## config.mk

```make
export PLATFORM = sky130hd
export DESIGN_NAME = led_shift_tx_flat
export DESIGN_NICKNAME = d
export VERILOG_FILES = /design/src/rtl/led_shift_tx_pkg.sv /design/src/rtl/led_shift_tx_if.sv /design/src/rtl/led_shift_core.sv /design/src/rtl/led_shift_tx.sv /design/src/flat_wrapper.sv
export SDC_FILE = /design/constraint.sdc
export NUM_CORES = 1
export LEC_CHECK = 0
export BUFFER_PORTS_ARGS = -buffer_cell sky130_fd_sc_hd__buf_2
export CAP_MARGIN = 0
export CORE_AREA = 5 5 82 84
export CTS_CLUSTER_DIAMETER = 80
export DETAILED_ROUTE_END_ITERATION = 10
export DIE_AREA = 0 0 87 89
export GPL_TIMING_DRIVEN = 1
export PLACE_DENSITY = 0.78
export SKIP_LAST_GASP = 1
export SLEW_MARGIN = 25
export SYNTH_ARGS = -nofsm -noshare
export SYNTH_HDL_FRONTEND = slang
export SYNTH_SLANG_ARGS = --single-unit
```

## constraint.sdc

```tcl
create_clock -name clk -period 2.1 [get_ports clk]
set_input_delay 0.21 -clock clk [delete_from_list [all_inputs] [get_ports clk]]
set_output_delay 0.21 -clock clk [all_outputs]
set_load 0.05 [all_outputs]
```

## src/rtl/led_shift_tx_pkg.sv

```systemverilog
// Shared constants, FSM state type and status-word layout for the LED shift transmitter.
// Imported by both the bus-facing top and the serialiser core.
package led_shift_tx_pkg;

    localparam logic [15:0] ADDR_DATA = 16'hC010;
    localparam logic [15:0] ADDR_STAT = 16'hC011;

    localparam int STAT_BUSY = 0;
    localparam int STAT_PEND = 1;
    localparam int STAT_OVR  = 2;

    typedef enum logic [1:0] {
        IDLE,
        SHIFT_LO,
        SHIFT_HI,
        LATCH
    } state_e;

    function automatic logic [15:0] make_status(input logic busy, input logic pend, input logic ovr);
        logic [15:0] s;
        s            = '0;
        s[STAT_BUSY] = busy;
        s[STAT_PEND] = pend;
        s[STAT_OVR]  = ovr;
        return s;
    endfunction

endpackage

```

## src/rtl/led_shift_tx_if.sv

```systemverilog
// CPU-side I/O bus shared with exmem: address/data/strobes in, registered status readback out.
// No backpressure: writes are always accepted, reads answer one cycle after the strobe.
interface led_shift_tx_if;
    logic        memwrite;
    logic        memread;
    logic [15:0] adr;
    logic [15:0] writedata;
    logic [15:0] readdata;
    logic        rd_valid;

    modport master (
        output memwrite, memread, adr, writedata,
        input  readdata, rd_valid
    );

    modport slave (
        input  memwrite, memread, adr, writedata,
        output readdata, rd_valid
    );
endinterface

```

## src/rtl/led_shift_core.sv

```systemverilog
// Serialiser for a 74HC595 chain: shifts a word MSB-first, then pulses latch; 2*WIDTH*CLK_DIV+CLK_DIV cycles busy.
// Loads start_dat_i only from IDLE or on the final LATCH cycle (take_o); start_i is ignored otherwise.
module led_shift_core
    import led_shift_tx_pkg::*;
#(
    parameter int WIDTH   = 16,
    parameter int CLK_DIV = 4
) (
    input  logic             clk,
    input  logic             rst,
    input  logic             start_i,
    input  logic [WIDTH-1:0] start_dat_i,
    output logic             take_o,
    output logic             busy_o,
    output logic             done_o,
    output logic             sr_data_o,
    output logic             sr_clk_o,
    output logic             sr_latch_o
);

    localparam int DW = (CLK_DIV > 1) ? $clog2(CLK_DIV) : 1;
    localparam int BW = $clog2(WIDTH);
    localparam logic [DW-1:0] DIV_LAST = DW'(CLK_DIV - 1);
    localparam logic [BW-1:0] BIT_LAST = BW'(WIDTH - 1);

    state_e           state_q, state_d;
    logic [DW-1:0]    div_q, div_d;
    logic [BW-1:0]    bit_q, bit_d;
    logic [WIDTH-1:0] sh_q, sh_d;
    logic             div_last;
    logic             load;

    assign div_last = (div_q == DIV_LAST);

    always_comb begin
        state_d = state_q;
        div_d   = div_q;
        bit_d   = bit_q;
        sh_d    = sh_q;
        load    = 1'b0;
        unique case (state_q)
            IDLE: load = start_i;
            SHIFT_LO: begin
                if (div_last) begin
                    div_d   = '0;
                    state_d = SHIFT_HI;
                end else begin
                    div_d = div_q + 1'b1;
                end
            end
            SHIFT_HI: begin
                if (div_last) begin
                    div_d = '0;
                    if (bit_q == BIT_LAST) begin
                        state_d = LATCH;
                    end else begin
                        // Data only moves while sr_clk is low so the chain sees stable setup.
                        sh_d    = {sh_q[WIDTH-2:0], 1'b0};
                        bit_d   = bit_q + 1'b1;
                        state_d = SHIFT_LO;
                    end
                end else begin
                    div_d = div_q + 1'b1;
                end
            end
            LATCH: begin
                if (div_last) begin
                    div_d   = '0;
                    state_d = IDLE;
                    load    = start_i;
                end else begin
                    div_d = div_q + 1'b1;
                end
            end
            default: state_d = IDLE;
        endcase
        if (load) begin
            sh_d    = start_dat_i;
            bit_d   = '0;
            div_d   = '0;
            state_d = SHIFT_LO;
        end
    end

    always_ff @(posedge clk) begin
        if (rst) begin
            state_q <= IDLE;
            div_q   <= '0;
            bit_q   <= '0;
            sh_q    <= '0;
        end else begin
            state_q <= state_d;
            div_q   <= div_d;
            bit_q   <= bit_d;
            sh_q    <= sh_d;
        end
    end

    assign take_o     = load;
    assign busy_o     = (state_q != IDLE);
    assign done_o     = (state_q == LATCH) && div_last;
    assign sr_clk_o   = (state_q == SHIFT_HI);
    assign sr_latch_o = (state_q == LATCH);
    assign sr_data_o  = ((state_q == SHIFT_LO) || (state_q == SHIFT_HI)) && sh_q[WIDTH-1];

endmodule

```

## src/rtl/led_shift_tx.sv

```systemverilog
// Memory-mapped LED chain transmitter: address decode, one-deep pending buffer, sticky overrun, status readback.
// Status reads answer next cycle; a data write while busy with a full pending slot is dropped and flags overrun.
module led_shift_tx
    import led_shift_tx_pkg::*;
#(
    parameter int WIDTH   = 16,
    parameter int CLK_DIV = 4
) (
    input  logic           clk,
    input  logic           rst,
    led_shift_tx_if.slave  bus,
    output logic           sr_data,
    output logic           sr_clk,
    output logic           sr_latch,
    output logic           busy,
    output logic           done
);

    logic             hit_data, hit_stat_wr, hit_stat_rd;
    logic             direct, to_pend, consume, pend_free, ovr_set;
    logic             core_start, core_take;
    logic [WIDTH-1:0] core_dat;

    logic             pend_valid_q, pend_valid_d;
    logic [WIDTH-1:0] pend_q, pend_d;
    logic             ovr_q, ovr_d;
    logic [15:0]      readdata_q, readdata_d;
    logic             rd_valid_q, rd_valid_d;

    assign hit_data    = bus.memwrite && (bus.adr == ADDR_DATA);
    assign hit_stat_wr = bus.memwrite && (bus.adr == ADDR_STAT);
    assign hit_stat_rd = bus.memread  && (bus.adr == ADDR_STAT);

    always_comb begin
        // A pending word always goes first; a fresh write only bypasses the buffer when fully idle.
        direct       = hit_data && !busy && !pend_valid_q;
        core_start   = pend_valid_q || direct;
        core_dat     = pend_valid_q ? pend_q : bus.writedata[WIDTH-1:0];
        consume      = core_take && pend_valid_q;
        pend_free    = !pend_valid_q || consume;
        to_pend      = hit_data && !direct;

        pend_valid_d = pend_valid_q;
        pend_d       = pend_q;
        ovr_set      = 1'b0;
        if (consume) begin
            pend_valid_d = 1'b0;
        end
        if (to_pend) begin
            if (pend_free) begin
                pend_d       = bus.writedata[WIDTH-1:0];
                pend_valid_d = 1'b1;
            end else begin
                ovr_set = 1'b1;
            end
        end
        ovr_d      = ovr_set || (ovr_q && !(hit_stat_wr && bus.writedata[STAT_OVR]));

        rd_valid_d = hit_stat_rd;
        readdata_d = hit_stat_rd ? make_status(busy, pend_valid_q, ovr_q) : 16'h0000;
    end

    always_ff @(posedge clk) begin
        if (rst) begin
            pend_valid_q <= 1'b0;
            pend_q       <= '0;
            ovr_q        <= 1'b0;
            readdata_q   <= '0;
            rd_valid_q   <= 1'b0;
        end else begin
            pend_valid_q <= pend_valid_d;
            pend_q       <= pend_d;
            ovr_q        <= ovr_d;
            readdata_q   <= readdata_d;
            rd_valid_q   <= rd_valid_d;
        end
    end

    assign bus.readdata = readdata_q;
    assign bus.rd_valid = rd_valid_q;

    led_shift_core #(
        .WIDTH   (WIDTH),
        .CLK_DIV (CLK_DIV)
    ) u_core (
        .clk         (clk),
        .rst         (rst),
        .start_i     (core_start),
        .start_dat_i (core_dat),
        .take_o      (core_take),
        .busy_o      (busy),
        .done_o      (done),
        .sr_data_o   (sr_data),
        .sr_clk_o    (sr_clk),
        .sr_latch_o  (sr_latch)
    );

endmodule

```

## src/flat_wrapper.sv

```systemverilog
// flat-port wrapper written by rule: the top's interface ports become plain ports
module led_shift_tx_flat import led_shift_tx_pkg::*;
#(
    parameter int WIDTH   = 16,
    parameter int CLK_DIV = 4
)
  (clk, rst, sr_data, sr_clk, sr_latch, busy, done, bus_memwrite, bus_memread, bus_adr, bus_writedata, bus_readdata, bus_rd_valid);
  led_shift_tx_if bus_i ();
  input  logic clk;
  input  logic rst;
  output logic sr_data;
  output logic sr_clk;
  output logic sr_latch;
  output logic busy;
  output logic done;
  input wire logic [$bits(bus_i.memwrite)-1:0] bus_memwrite;
  input wire logic [$bits(bus_i.memread)-1:0] bus_memread;
  input wire logic [$bits(bus_i.adr)-1:0] bus_adr;
  input wire logic [$bits(bus_i.writedata)-1:0] bus_writedata;
  output wire logic [$bits(bus_i.readdata)-1:0] bus_readdata;
  output wire logic [$bits(bus_i.rd_valid)-1:0] bus_rd_valid;
  assign bus_i.memwrite = bus_memwrite;
  assign bus_i.memread = bus_memread;
  assign bus_i.adr = bus_adr;
  assign bus_i.writedata = bus_writedata;
  assign bus_readdata = bus_i.readdata;
  assign bus_rd_valid = bus_i.rd_valid;
  led_shift_tx #(.WIDTH(WIDTH), .CLK_DIV(CLK_DIV)) u_core (.clk(clk), .rst(rst), .bus(bus_i), .sr_data(sr_data), .sr_clk(sr_clk), .sr_latch(sr_latch), .busy(busy), .done(done));
endmodule
```

==> results.md, run 1 <==
* Outcome: complete, no violations
* Setup ws final at 0.155 ns
* WP data required at 2.29 ns
* Deepest clock path buffer count at 2
* Combinational Power Share at 0.136
* Sequential share of the synthesized area at 0.355
* Hold Crit Class: input pin to register
* Layout Nets at 377
* Row count at 28
* Switch share at 0.285
* Syn. warnings at 0
* Hold_sp: bus_writedata[10]
* R2R cell count at 7
* Hold_ws at around 0.15 ns
* CP Capture Type: register
* Avg Vias per Cell at 5.14
* Via Count at 2,109
* Grt total ovfl at 0
* Fin Clk Skew at 0.0105 ns
* WHS Endpoint: u_core.pend_q[10]$_SDFFE_PP0P_
* Core Util, Final at 0.507
* DR WL/cell at roughly 12 um
* Period utilization at 0.926
* Final Hold Vio Count at 0
* # setup viols final at 0
* Max Fanout on Critical Path at 21
* CP top delay family: buffers and inverters
* Clock Pin Slew Worst Setup and Hold Paths at approximately 0.09 ns
* CP max stage cell: dfxtp_1
* Detailed-route wire length at 5.12 mm
* VDD IR max at 0.376 mV
* Max Transition Viols Final at 0
* Clock power frac at 0.333
* Crit-path cells: inv_1, ha_1, inv_1, nand2_1, o31ai_2, buf_12, mux2_2
* Core footprint at 0.00585 sq mm
* Net Sw Power at 0.473 mW
* Relative slew slack at 0.650
* Layout area overhead at 14.1%
* Setup crit start: u_core.u_core.state_q[0]$_SDFFE_PP0P_
* Reg power frac at 0.530
* CTS Sinks at 46
* # Max-Cap Violations at 0
* Chip width at 87 um
* DRC viols at 0
* Yosys reg bits at 46
* Global-route wire length before repair at about 8.9 mm
* Synth Instances at about 300
* Inserted Diodes at 0
* Post-route ant nets at 0
* Starting Density at 0.444
* First drt pass iteration count at 4
* Post-CTS Setup Bufs at 0
* Number of global-route vias before repair at 2,026
* Top Ports at 58
* GPL Wtd Cong at 0.797
* HPWL after DPL at 3.82 mm
* Worst Hold Path Cells at 3
* IO buf count at 44
* Pint at ~1.2 mW
* Least-Margin Pin Slew at roughly 0.52 ns
* Highest cell delay on the worst timing path at 0.40 ns
* Initial antenna violation count at 0
* GRT Total Usage at 0.140
* RSZ-0062 raised after global routing: no
* CTS buffer count at 5
* Worst setup path class: register to register
* Static leakage at between 1 and 1.5 nW
* Netlist cell types at 39
* Die area at 0.00774 sq mm
* Die height at 89 um
* Clock latency on the worst-skew pair at 0.30 ns
* Cts hold-fix bufs at 0
* Mean post-synth cell area at 8.81 sq um
* Cell mode on critical path: inv_1
* H-tree level count at 2
* CTS-repair resized insts at 0
* R2r setup slk at around 0.15 ns
* Post-Syn Area at between 0.002 and 0.003 sq mm
* Power Density at 560 mW/mm^2
* Period minus WS final at 1.95 ns
* Fmax at 514 MHz
* Final Power at around 1.7 mW
* Pre-CTS WS at roughly 0.19 ns
* Largest net degree at the start of global routing at 27
* FF-to-FF Start: u_core.u_core.state_q[0]$_SDFFE_PP0P_
* Crit path buf inv count at 3
* Reg-to-Reg End: u_core.u_core.sh_q[2]$_SDFFE_PP0P_
* Arrival @ worst endpoint at between 2 and 2.5 ns
* Share of cells above drive strength 1 at 0.266
* Worst setup SP type: register
* Setup tns final at 0 ns
* Root buffer cell: clkbuf_8
* 1st-iter DRT viols at 147
* CTS tree: done
-- power groups by stage --
stage	logic, mW	registers [mW]	clock network, mW
2_1_floorplan	0.179	0.900	0
3_3_place_gp	0.222	0.900	0
3_5_place_dp	0.226	0.901	0
4_1_cts	0.227	0.880	0.579
5_1_grt	0.250	0.881	0.612
6_report	0.227	0.880	0.553
-- cell usage after synthesis --
cell,count,area share
dfxtp_1,46,0.35
nand2_1,37,0.053
mux2i_1,34,0.13
a21oi_1,22,0.042
nand3_1,18,0.035
nor2_1,18,0.026
mux2_2,17,0.074
o21ai_0,17,0.033
clkbuf_1,15,0.022
buf_4,13,0.038
nor3_1,9,0.017
ha_1,7,0.034
and2_1,6,0.014
inv_1,5,0.0072
buf_2,3,0.0058
nor4_1,3,0.0072
and3_1,2,0.0048
nor4b_4,2,0.018
a2111oi_4,1,0.011
a21o_1,1,0.0029
a31o_2,1,0.0034
and4b_1,1,0.0039
and4bb_2,1,0.0048
buf_1,1,0.0014
buf_6,1,0.0043
clkinv_1,1,0.0014
conb_1,1,0.0014
nand4_1,1,0.0024
nand4_4,1,0.0082
nor4_4,1,0.0082
nor4b_1,1,0.0034
o211ai_1,1,0.0029
o21bai_1,1,0.0029
o31a_1,1,0.0034
o31ai_2,1,0.0048
or3b_2,1,0.0034
or4_1,1,0.0029
xnor2_1,1,0.0034
xor2_1,1,0.0034
-- cell type report --
cell class	instances	area [sq um]
clock buffer	5	68.8
clock inverter	3	25.0
fill	562	2890
inverter	6	22.5
multi-input combinational	222	1520
sequential	46	921
tap	75	93.8
timing repair buffer	53	313
-- worst min-delay path: cells and delay by family --
kind / cells / cell delay [ns]
buf+inv: 1 / 0.10
simple gates: 1 / 0.04
mux: 1 / 0.05
-- worst max-delay path by stage --
stage / to / depth (start not counted) / slack (ns)
2_1_floorplan: u_core.pend_q[0]$_SDFFE_PP0P_ / 6 / 0.03
3_3_place_gp: u_core.u_core.sh_q[10]$_SDFFE_PP0P_ / 7 / 0.25
3_5_place_dp: u_core.u_core.sh_q[2]$_SDFFE_PP0P_ / 7 / 0.19
4_1_cts: u_core.u_core.sh_q[15]$_SDFFE_PP0P_ / 7 / 0.14
5_1_grt: u_core.u_core.sh_q[2]$_SDFFE_PP0P_ / 7 / 0.05
6_report: u_core.u_core.sh_q[2]$_SDFFE_PP0P_ / 7 / 0.15
-- routing by layer --
layer	share of wire	GRT usage	wire length [um]	vias up
li1	-	-	-	1080
met1	0.43	0.175	2200	964
met2	0.50	0.248	2570	55
met3	0.056	0.0267	289	10
met4	0.013	0.0382	66	0
met5	0	0	0	-
-- kinds of logic after synthesis --
logic type                 count (synthesis)  synth area share
DFF                                       46             0.355
buffers and inverters                     39            0.0795
and+or+nand+nor                          103             0.213
adders and majority gates                  7            0.0337
other                                      1           0.00144
AOI/OAI and AO/OA                         46             0.106
muxes                                     51             0.205
xor gates and xnor gates                   2           0.00674
-- stage by stage --
stage | area [sq um] | cells
after floorplan | 2650 | 307
after global placement | 2870 | 402
after detailed placement | 2870 | 402
after CTS | 2960 | 410
after global routing | 2960 | 410
final | 2960 | 410
-- sequential cells by signal, summed over array words and instances (netlist names) --
register               flops
u_core.u_core.div_q        2
u_core.bus.readdata        3
u_core.pend_valid_q        1
u_core.bus.rd_valid        1
u_core.u_core.bit_q        4
u_core.u_core.sh_q        16
u_core.ovr_q               1
u_core.pend_q             16
u_core.u_core.state_q      2
-- cell usage in the layout (no fill, tap or decap), types with 2 or more instances in the layout --
master | synthesis | routed
o21ai_0 | 17 | 17
dfxtp_1 | 46 | 46
nor4_1 | 3 | 3
and3_1 | 2 | 2
ha_2 | 0 | 2
mux2i_1 | 34 | 34
buf_4 | 13 | 7
inv_1 | 5 | 5
nor3_1 | 9 | 9
buf_12 | 0 | 2
nor2_1 | 18 | 18
nand3_1 | 18 | 18
and2_1 | 6 | 6
ha_1 | 7 | 5
a21oi_1 | 22 | 22
nand2_1 | 37 | 37
clkbuf_8 | 0 | 5
buf_2 | 3 | 44
conb_1 | 1 | 13
mux2_2 | 17 | 17
nor4b_4 | 2 | 2
Power figures use the tool's default switching activity.
==> inputs of run 2 (changes only) <==
CORE_AREA = 5 5 79 81   (was 5 5 82 84)
DIE_AREA = 0 0 84 86   (was 0 0 87 89)
PLACE_DENSITY = 0.83   (was 0.78)
==> results.md, run 2 (synthesis results as in run 1) <==
* Fmax at between 500 and 600 MHz
* WP data required at 2.29 ns
* Core Util, Final at 0.548
* Root buffer cell: clkbuf_8
* Fin Clk Skew at 0.0101 ns
* CTS tree: done
* # setup viols final at 0
* Reg-to-Reg End: u_core.u_core.sh_q[12]$_SDFFE_PP0P_
* RSZ-0062 raised after global routing: no
* Clock power frac at 0.323
* Number of global-route vias before repair at 2,045
* H-tree level count at 2
* Arrival @ worst endpoint at approximately 2.1 ns
* Least-Margin Pin Slew at 0.534 ns
* Hold Crit Class: input pin to register
* Power Density at 552 mW/mm^2
* CTS Sinks at 46
* Die area at 0.00722 sq mm
* Setup tns final at 0 ns
* Commonest non-fill, non-tap cells in the layout: dfxtp_1, buf_2, nand2_1
* FF-to-FF Start: u_core.u_core.state_q[0]$_SDFFE_PP0P_
* R2R cell count at 7
* Grt total ovfl at 0
* # Max-Cap Violations at 0
* Worst setup path class: register to register
* Largest regs: u_core.pend_q x16, u_core.u_core.sh_q x16, u_core.u_core.bit_q x4
* Avg Vias per Cell at 5.20
* Switch share at 0.276
* Chip width at approximately 84 um
* Reg power frac at 0.539
* Cts hold-fix bufs at 0
* Net Sw Power at 0.451 mW
* Inserted Diodes at 0
* Initial antenna violation count at 0
* Row count at 27
* Die height at 86 um
* Period utilization at 0.921
* 1st-iter DRT viols at around 100
* GRT Total Usage at 0.148
* Top Ports at 58
* Combinational Power Share at 0.138
* HPWL after DPL at between 3 and 4 mm
* Post-route ant nets at 0
* Clock Pin Slew Worst Setup and Hold Paths at roughly 0.090 ns
* Pint at approximately 1.2 mW
* CTS buffer count at 5
* First drt pass iteration count at 4
* Static leakage at 1.17 nW
* Worst setup SP type: register
* IO buf count at 44
* CTS-repair resized insts at 0
* Max Fanout on Critical Path at 21
* Share of cells above drive strength 1 at 0.265
* VDD IR max at 0.486 mV
* Max Transition Viols Final at 0
* Final Hold Vio Count at 0
* DRC viols at 0
* Clock latency on the worst-skew pair at 0.30 ns
* DR WL/cell at around 12 um
* Outcome: complete, no violations
* Layout Nets at 378
* Layout area overhead at 14.0%
* CP Capture Type: register
* Critical path endpoint: u_core.u_core.sh_q[12]$_SDFFE_PP0P_
* Via Count at around 2,100
* GPL Wtd Cong at 0.792
* Global-route wire length before repair at 8.98 mm
* R2r setup slk at ~0.17 ns
* Largest net degree at the start of global routing at 31
* Leading cell type in the layout, fill and taps excluded: dfxtp_1
* Detailed-route wire length at 4.97 mm
* Post-CTS Setup Bufs at 0
* Starting Density at 0.481
* Period minus WS final at 1.93 ns
* Core footprint at 0.00541 sq mm
* Deepest clock path buffer count at 2
* Setup crit start: u_core.u_core.state_q[0]$_SDFFE_PP0P_
* Relative slew slack at 0.644
[run 2: worst min path at each step]
stage	end	start	slack, ns	cells past startpoint
after CTS	u_core.pend_q[12]$_SDFFE_PP0P_	bus_writedata[12]	0.15	3
final	u_core.pend_q[5]$_SDFFE_PP0P_	bus_writedata[5]	0.16	3
after global placement	u_core.pend_q[9]$_SDFFE_PP0P_	u_core.pend_q[9]$_SDFFE_PP0P_	0.44	2
after detailed placement	u_core.bus.readdata[2]$_SDFF_PP0_	u_core.ovr_q$_SDFF_PP0_	0.45	1
after floorplan	u_core.pend_q[0]$_SDFFE_PP0P_	bus_writedata[0]	0.35	2
after global routing	u_core.pend_q[12]$_SDFFE_PP0P_	bus_writedata[12]	0.16	3
[run 2: layout make-up]
class                           instances  area (sq um)
Tap cell                               72          90.1
Multi-Input combinational cell        222          1520
Timing Repair Buffer                   54           320
Inverter                                6          22.5
Fill cell                             504          2440
Clock inverter                          2          13.8
Sequential cell                        46           921
Clock buffer                            6          72.6
[run 2: per-layer routing]
layer / track usage / part of all wire / wire length, um / vias up
met3: 0.0461 / 0.061 / 301 / 7
met4: 0.0322 / 0.012 / 58 / 0
met2: 0.268 / 0.48 / 2370 / 53
li1: - / - / - / 1083
met5: 0 / 0 / 0 / -
met1: 0.173 / 0.45 / 2240 / 979
[run 2: power groups by stage]
stage	sequential [mW]	combinational, mW	clock [mW]
6_report	0.880	0.225	0.528
3_5_place_dp	0.901	0.227	0
3_3_place_gp	0.900	0.221	0
4_1_cts	0.880	0.227	0.546
5_1_grt	0.881	0.249	0.579
2_1_floorplan	0.900	0.179	0
[run 2: through the flow]
step / power [mW] / std cells / worst slack [ns] / hold WS (ns) / area, sq um
3_3_place_gp: 1.12 / 400 / 0.242 / 0.441 / 2870
5_1_grt: 1.71 / 408 / 0.0388 / 0.156 / 2960
3_5_place_dp: 1.13 / 400 / 0.149 / 0.449 / 2870
4_1_cts: 1.65 / 408 / 0.153 / 0.148 / 2960
6_report: 1.63 / 408 / 0.167 / 0.155 / 2960
2_1_floorplan: 1.08 / 307 / 0.0328 / 0.352 / 2650
[run 2: worst max-delay path, stage by stage, from the launching register on]
cell and delay [ns]:
dfxtp_1 0.39, inv_1 0.11, ha_1 0.31, inv_1 0.11
nand2_1 0.09, o31ai_2 0.27, buf_12 0.21, mux2_2 0.35
==> inputs of run 3 (changes only) <==
ABC_AREA = 1   (was not set)
CORE_AREA = 5 5 77 79   (was 5 5 79 81)
DIE_AREA = 0 0 82 84   (was 0 0 84 86)
PLACE_DENSITY = 0.82   (was 0.83)
==> results.md, run 3 <==
* Synth Instances at 334
* CP top delay family: simple AND/OR/NAND/NOR gates
* DRC viols at 0
* Core footprint at 0.00527 sq mm
* Die height at 84 um
* Chip width at between 80 and 90 um
* Cts hold-fix bufs at 0
* Detailed-route wire length at 4.95 mm
* Layout Nets at 419
* Global-route wire length before repair at between 8 and 9 mm
* Die area at 0.00689 sq mm
* Outcome: complete, no violations
* Fmax at 550 MHz
* GRT Total Usage at 0.153
* Period minus WS final at between 1.5 and 2 ns
* Top cells by instance count after synthesis: nand2_1, nor2_1, dfxtp_1, nand3_1, a21oi_1
* Filler cell count at 526
* Share of cells above drive strength 1 at 0.175
* Starting Density at 0.454
* Deepest clock path buffer count at 2
* Max Transition Viols Final at 0
* Largest regs: u_core.pend_q x16, u_core.u_core.sh_q x16, u_core.u_core.bit_q x4
* Post-route ant nets at 0
* Via Count at ~2,200
* RSZ-0062 raised after global routing: no
* Cell mode on critical path: nand2_1
* VDD IR max at 0.497 mV
* Setup ws final at 0.282 ns
* Netlist cell types at 23
* Static leakage at 1.16 nW
* Fin Clk Skew at ~0.0048 ns
* Crit-path cells: ha_2, nand2_1, inv_2, nand2_2, a21oi_4, nor2_4, inv_1, nand2_1, o21ai_0, nor2_1
* Period utilization at 0.866
* DR WL/cell at 11.0 um
* Row count at 27
* 1st-iter DRT viols at 69
* Yosys top cell by area: dfxtp_1
* Leading cell type in the layout, fill and taps excluded: nand2_1
* Final Power at ~1.8 mW
* Max Fanout on Critical Path at 16
* Worst setup SP type: register
* Clock Pin Slew Worst Setup and Hold Paths at 0.09 ns
* Final Hold Vio Count at 0
* Arrival @ worst endpoint at 2.02 ns
* H-tree level count at 2
* Crit path buf inv count at 2
* Predominant post-synthesis flop cell: dfxtp_1
* Commonest non-fill, non-tap cells in the layout: nand2_1, nor2_1, dfxtp_1
* Post-Syn Area at 0.00239 sq mm
* Worst setup path class: register to register
* Largest net degree at the start of global routing at 27
* Grt total ovfl at 0
* Post-synth EDFFs at 0
* CP Capture Type: register
* Number of global-route vias before repair at 1,911
* Share of the synthesized area in the top cell type at 0.385
* IO buf count at 44
* Top Ports at 58
* # Max-Cap Violations at 0
* CTS buffer count at 5
* Avg Vias per Cell at 4.84
* Top post-synthesis cells by area: dfxtp_1, nand2_1, nor2_1
* GPL Wtd Cong at approximately 0.8
* Post-CTS Setup Bufs at 0
* Sequential share of the synthesized area at 0.385
* Root buffer cell: clkbuf_8
* Syn. warnings at 0
* CTS tree: done
* Pre-CTS WS at 0.197 ns
* Clock latency on the worst-skew pair at 0.30 ns
* Count leader, synth: nand2_1
* Post-synth ARST share at 0
* Setup tns final at 0 ns
* Yosys reg bits at 46
* CTS Sinks at 46
* Layout area overhead at 14.8%
* Hold Crit Class: input pin to register
* CP max stage cell: dfxtp_1
* Initial antenna violation count at 0
* # setup viols final at 0
* Core Util, Final at 0.521
* HPWL after DPL at roughly 3.7 mm
* WP data required at 2.30 ns
* Power Density at 653 mW/mm^2
* Mean post-synth cell area at 7.16 sq um
* First drt pass iteration count at 4
* CTS-repair resized insts at 0
* Inserted Diodes at 0
* Highest cell delay on the worst timing path at 0.40 ns
==> run 3: worst min-delay path, delay by kind of cell <==
kind / cells / cell delay (ns)
AND/OR/NAND/NOR: 2 / 0.11
buffers and inverters: 1 / 0.10
==> run 3: final timing paths <==
check             cells past startpoint                             startpoint                           endpoint  slack (ns)
setup / recovery                     10  u_core.u_core.state_q[1]$_SDFFE_PP0P_      u_core.pend_q[1]$_SDFFE_PP0P_        0.28
setup reg to reg                     10  u_core.u_core.state_q[1]$_SDFFE_PP0P_      u_core.pend_q[1]$_SDFFE_PP0P_        0.28
hold / removal                        3                            bus_memread     u_core.bus.rd_valid$_SDFF_PP0_        0.15
hold reg to reg                       2                u_core.ovr_q$_SDFF_PP0_  u_core.bus.readdata[2]$_SDFF_PP0_        0.43
==> run 3: cell families after synthesis <==
kind of cell,synth area share
simple gates,0.304
compound gates,0.0968
flops,0.385
buf+inv,0.0979
xor+xnor,0.0110
fa+ha+maj,0.0366
mux,0.0670
other cells,0.00157
==> run 3: metal layers <==
layer / track usage / up-vias / part of all wire
met1: 0.183 / 986 / 0.44
met5: 0 / - / 0
li1: - / 1138 / -
met3: 0.0421 / 5 / 0.045
met4: 0.0604 / 0 / 0.012
met2: 0.255 / 42 / 0.50
==> run 3: layout make-up <==
| class | instances | area, sq um | share of cell area |
|---|---|---|---|
| inverter | 18 | 71.3 | 0.0260 |
| tap | 72 | 90.1 | 0.0328 |
| sequential | 46 | 921 | 0.335 |
| multi-input combinational | 255 | 1280 | 0.468 |
| clock inverter | 3 | 45.0 | 0.0164 |
| timing repair buffer | 50 | 265 | 0.0966 |
| clock buffer | 5 | 68.8 | 0.0251 |
==> run 3: stage by stage <==
step                hold WS [ns]  cell area [sq um]  instances
CTS                        0.147               2740        449
global route               0.163               2750        449
detailed placement         0.424               2630        441
floorplan                  0.350               2440        346
global placement           0.418               2630        441
finish                     0.151               2750        449
==> run 3: power breakdown <==
group | internal [mW] | total, mW | switching (mW) | leakage, nW
clock network | 0.354 | 0.668 | 0.314 | 0.0504
logic | 0.0691 | 0.241 | 0.171 | 0.739
registers | 0.877 | 0.883 | 0.00551 | 0.370
total | 1.30 | 1.79 | 0.491 | 1.16
